<file path="config.mk">
export PLATFORM = sky130hd
export DESIGN_NAME = fp16_acc_seq
export DESIGN_NICKNAME = d
export VERILOG_FILES = /design/src/rtl/fp16_mac_pkg.sv /design/src/rtl/fp16_acc_cnt.sv /design/src/rtl/fp16_acc_seq.sv
export SDC_FILE = /design/constraint.sdc
export NUM_CORES = 1
export LEC_CHECK = 0
export CAP_MARGIN = 5
export CORE_MARGIN = 2
export CORE_UTILIZATION = 33
export DETAILED_ROUTE_END_ITERATION = 8
export GPL_TIMING_DRIVEN = 0
export PLACE_DENSITY = 0.77
export SLEW_MARGIN = 25
export SYNTH_ARGS = -nofsm -noshare
export SYNTH_HDL_FRONTEND = slang
export SYNTH_HIERARCHICAL = 1
export SYNTH_SLANG_ARGS = --single-unit
</file>
<file path="constraint.sdc">
create_clock -name CLK -period 2.05 [get_ports CLK]
set_input_delay 0.5125 -clock CLK [delete_from_list [all_inputs] [get_ports CLK]]
set_output_delay 0.5125 -clock CLK [all_outputs]
set_load 0.1 [all_outputs]
</file>
<file path="src/rtl/fp16_mac_pkg.sv">
// Shared definitions for the fp16 MAC datapath: operand width, the fp16 zero
// pattern, adder latency and the accumulation sequencer state encoding.
package fp16_mac_pkg;

    localparam int FP16_W = 16;
    localparam logic [FP16_W-1:0] FP16_ZERO = 16'h0000;
    localparam int ADD_LAT = 1;

    typedef enum logic [1:0] {
        IDLE  = 2'd0,
        ACC   = 2'd1,
        DRAIN = 2'd2,
        DONE  = 2'd3
    } state_t;

endpackage

</file>
<file path="src/rtl/fp16_acc_cnt.sv">
// Loadable down-counter holding the number of terms still to be accepted in
// the current run. last flags the final term (count == 1).
module fp16_acc_cnt #(
    parameter int LEN_W = 8
) (
    input  logic             CLK,
    input  logic             RESET,
    input  logic             load,
    input  logic [LEN_W-1:0] load_val,
    input  logic             dec,
    output logic [LEN_W-1:0] count,
    output logic             last
);

    // Load wins over decrement; never wrap below zero.
    always_ff @(posedge CLK) begin
        if (RESET) begin
            count <= '0;
        end else if (load) begin
            count <= load_val;
        end else if (dec && (count != '0)) begin
            count <= count - 1'b1;
        end
    end

    assign last = (count == LEN_W'(1));

endmodule

</file>
<file path="src/rtl/fp16_acc_seq.sv">
// Accumulation sequencer between the fp16 product stream and the registered
// fp16 adder. Feeds each accepted product to operand B and the adder's own
// registered sum back to operand A, then presents the final total.
// Optional feature macro: FP16_ACC_ABORT_EN adds an abort input that drops an
// in-progress run (ACC or DRAIN) back to IDLE without producing a result.
//
// Handshakes: a transfer happens on a rising CLK edge where both valid and
// ready are high. in_ready depends only on state (and abort), never on
// in_valid; out_valid stays high and out_data stays stable until out_ready.
module fp16_acc_seq
    import fp16_mac_pkg::*;
#(
    parameter int LEN_W = 8
) (
    input  logic              CLK,
    input  logic              RESET,
    input  logic              start,
    input  logic [LEN_W-1:0]  len,
    input  logic              in_valid,
    input  logic [FP16_W-1:0] in_data,
    output logic              in_ready,
    output logic [FP16_W-1:0] add_a,
    output logic [FP16_W-1:0] add_b,
    input  logic [FP16_W-1:0] add_sum,
    output logic              out_valid,
    output logic [FP16_W-1:0] out_data,
    input  logic              out_ready,
    output logic              busy,
    output state_t            fsm_state
`ifdef FP16_ACC_ABORT_EN
    ,
    input  logic              abort
`endif
);

    state_t     state;
    state_t     state_nxt;
    logic       first;
    logic       abort_hit;
    logic       accept;
    logic       cnt_load;
    logic       cnt_last;
    logic [LEN_W-1:0] cnt_count;

`ifdef FP16_ACC_ABORT_EN
    assign abort_hit = abort && ((state == ACC) || (state == DRAIN));
`else
    assign abort_hit = 1'b0;
`endif

    assign accept   = in_valid && in_ready;
    assign cnt_load = (state == IDLE) && start && (len != '0);

    fp16_acc_cnt #(.LEN_W(LEN_W)) u_cnt (
        .CLK      (CLK),
        .RESET    (RESET),
        .load     (cnt_load),
        .load_val (len),
        .dec      (accept),
        .count    (cnt_count),
        .last     (cnt_last)
    );

    // State register plus first-term flag and result register.
    always_ff @(posedge CLK) begin
        if (RESET) begin
            state    <= IDLE;
            first    <= 1'b1;
            out_data <= FP16_ZERO;
        end else begin
            state <= state_nxt;
            if ((state == IDLE) && start) begin
                first <= 1'b1;
                if (len == '0) begin
                    out_data <= FP16_ZERO;
                end
            end
            if (accept) begin
                first <= 1'b0;
            end
            // The adder's sum registered on the last-accept edge is final here.
            if ((state == DRAIN) && !abort_hit) begin
                out_data <= add_sum;
            end
        end
    end

    // Next-state and operand/handshake outputs.
    always_comb begin
        state_nxt = state;
        in_ready  = 1'b0;
        add_a     = FP16_ZERO;
        add_b     = FP16_ZERO;
        case (state)
            IDLE: begin
                if (start) begin
                    state_nxt = (len != '0) ? ACC : DONE;
                end
            end
            ACC: begin
                if (abort_hit) begin
                    state_nxt = IDLE;
                end else begin
                    in_ready = 1'b1;
                    // Bubbles feed zero on B, so the adder simply returns A.
                    add_a    = first ? FP16_ZERO : add_sum;
                    add_b    = in_valid ? in_data : FP16_ZERO;
                    if (accept && cnt_last) begin
                        state_nxt = DRAIN;
                    end
                end
            end
            DRAIN: begin
                state_nxt = abort_hit ? IDLE : DONE;
            end
            DONE: begin
                if (out_ready) begin
                    state_nxt = IDLE;
                end
            end
            default: state_nxt = IDLE;
        endcase
    end

    assign out_valid = (state == DONE);
    assign busy      = (state != IDLE);
    assign fsm_state = state;

endmodule

</file>
==> flow_metrics.env <==
export IMPL_status="finished, violations left"
export IMPL_violations="negative setup slack"
export IMPL_path_cells="inv_4 -> ha_4 -> nor2b_4 -> buf_4 -> buf_6 -> and2_4 -> buf_12"
export IMPL_cp_slowest_cell="dfxtp_4"
export IMPL_p_per_area_mw_per_mm2=1198
export IMPL_vdd_drop_max_mv=0.6449
export IMPL_vias=1705
export IMPL_placed_cell_area_mm2=0.002718
export IMPL_ys_flop_type="dfxtp_1"
export IMPL_cts_tree="built"
export IMPL_reg2reg_slack_ps=-20
export IMPL_cp_data_arrival_time_ps=1610
export IMPL_drc=0
export IMPL_clock_path_buffers=2
export IMPL_synth_nets=215
export IMPL_io_pins=98
export IMPL_synth_edff_count=0
export IMPL_worstMarginPinSlew_ps=978.3
export IMPL_insertion_delay_ps=280
export IMPL_fmax_mhz=470.3
export IMPL_die_x_um=72.29
export IMPL_wirelength_mm=5.214
export IMPL_ys_seq_area_share_pct=35.12
export IMPL_grt_overflow_total=0
export IMPL_setup_ws_ps=-76.09
export IMPL_path_clk_slew_ps=110
export IMPL_clock_sinks=27
export IMPL_min_path_type="register to register"
export IMPL_wl_per_cell_um=15.70
export IMPL_place_ws_ps=-1381
export IMPL_leakage_nw=1.332
export IMPL_nets=334
export IMPL_grt_max_degree=18
export IMPL_first_iter_violations=66
export IMPL_syn_area_mm2=0.001539
export IMPL_final_layout_size_suffix_gt1_share_pct=43.21
export IMPL_vias_per_cell=5.136
export IMPL_grt_usage_pct=19.63
export IMPL_portBuffers=97
export IMPL_finalCritPeriodShare_pct=103.7
export IMPL_dp_hpwl_mm=3.662
export IMPL_ys_warn_count=6
export IMPL_num_rows=24
export IMPL_hold_violations=0
export IMPL_synth_area_leader_cell="dfxtp_1"
export IMPL_synthTopCellsByArea="dfxtp_1, a22o_1, and2_1, and3_1, ha_1"
export IMPL_synth_most_common_cell="dfxtp_1"
export IMPL_gp_congestion=0.8227
export IMPL_cpPeakStageDelay_ps=380
export IMPL_firstDrtPassIters=4
export IMPL_post_route_min_period_ps=2126
export IMPL_endpoint_kind="output port"
export IMPL_crit_fanout=5
export IMPL_slew_violations=0
export IMPL_synthCells=162
export IMPL_clock_skew_final_ps=9.281
export IMPL_start_util_pct=34.86
export IMPL_path_class="register to output port"
export IMPL_avgSynthCellArea_um2=9.500
export IMPL_nFillCells=316
export IMPL_ant_nets=0
export IMPL_die_area_mm2=0.005226
export IMPL_async_reset_ff_share_pct=0
export IMPL_rsz0062_at_grt="true"
export IMPL_cts_made_buffers=3
export IMPL_drv_cap=0
export IMPL_relSlewSlack_pct=35.04
export IMPL_core_area_mm2=0.004414
export IMPL_grt_pass1_wl_mm=8.211
export IMPL_synth_seq_cells=27
export IMPL_ctsRootBufferMaster="clkbuf_8"
export IMPL_start_kind="register"
export IMPL_area_growth_synth_to_final_pct=106.6
export IMPL_synthDominantCellAreaShare_pct=35.12
export IMPL_n_antenna_cell=0
export IMPL_critPathRequiredTime_ps=1540
export IMPL_stdcell_area_mm2=0.003179
export IMPL_setup_viol=24
export IMPL_htreeDepth=1
export IMPL_grt_pass1_vias=1840
export IMPL_netlist_cell_type_count=41
export IMPL_antenna_found_initial=0
export IMPL_die_y_um=72.29
export IMPL_ys_top_cells_by_count="dfxtp_1, and2_1, and3_1"
## cell families after synthesis
kind of cell / Yosys count / share of synthesized area (%)
AND/OR/NAND/NOR: 64 / 26.75
AO/OA/AOI/OAI: 42 / 24.39
flip-flops: 27 / 35.12
buffers and inverters: 17 / 4.959
adder cells (fa/ha/maj): 8 / 6.504
XOR/XNOR: 4 / 2.276
## area by class of cell
type / instances / area (um^2) / area share, %
buffer: 8 / 70.07 / 2.204
clock buffer: 3 / 41.29 / 1.299
clock inverter: 1 / 8.758 / 0.2755
inverter: 9 / 40.04 / 1.259
multi-input combinational: 118 / 1069 / 33.61
sequential: 27 / 548.0 / 17.24
tap: 52 / 65.06 / 2.046
timing repair buffer: 114 / 1338 / 42.07
## report_power, final
part,internal [mW],switching [mW],total (mW)
Combinational,0.903,1.79,2.69
Sequential,0.664,0.130,0.794
Clock,0.143,0.183,0.326
Total,1.71,2.10,3.81
## cell usage in the layout, fill, tap and decap left out, drive strengths merged, types with 5 or more instances in the layout
master / n
dfxtp: 27
dlygate4sd2: 10
a211oi: 7
nand2: 6
clkdlybuf4s15: 6
clkdlybuf4s50: 43
ha: 8
buf: 53
nor2: 6
a21oi: 5
inv: 9
and2: 18
a22o: 16
and3: 17
clkbuf: 13
## metrics by stage
step | hold WS [ps] | util [%] | instances | TNS, ps | power, mW
4_1_cts | 485.6 | 70.80 | 328 | -1200 | 3.685
6_report | 482.9 | 72.02 | 332 | -809.1 | 3.810
3_3_place_gp | 461.5 | 61.56 | 311 | -36560 | 3.187
5_1_grt | 507.0 | 72.02 | 332 | -2357 | 3.977
2_1_floorplan | 495.8 | - | 162 | -4322 | 2.665
3_5_place_dp | 465.7 | 61.56 | 311 | -38240 | 3.217
## routing by layer
metal | track usage [%] | wire length [um]
met5 | 0 | 0
met1 | 22.28 | 2073
met3 | 6.111 | 387
met2 | 35.58 | 2715
met4 | 4.822 | 38
## repair_timing
| item | CTS | global route |
|---|---|---|
| hold buffers | 0 | 0 |
| resized for setup | 316 | 23 |
| buffers inserted | 12 | 4 |
| pin swaps | 4 | 15 |
| endpoints found under the setup margin | 59 | 41 |
| cloned | 1 | 0 |
## registers in the layout, summed over array words and instances, names as in the netlist
| name | flops |
|---|---|
| out_data | 16 |
| first | 1 |
| fsm_state | 2 |
| u_cnt/count | 8 |
## path summary, 6_finish.rpt
kind / from / to / cells past startpoint
hold reg to reg: out_data[6] / out_data[6] / 1
setup / recovery: fsm_state[1] / add_a[15] / 7
setup reg to reg: fsm_state[1] / u_cnt/count[7] / 9
hold / removal: out_data[6] / out_data[6] / 1
## critical path: cells and delay by family, from the launching register on
kind	cells	cell delay [ps]
flip-flops	1	380
adder cells (fa/ha/maj)	1	140
buffers and inverters	4	450
AND/OR/NAND/NOR	2	360
Note: power is estimated with default switching activity, not from simulation.
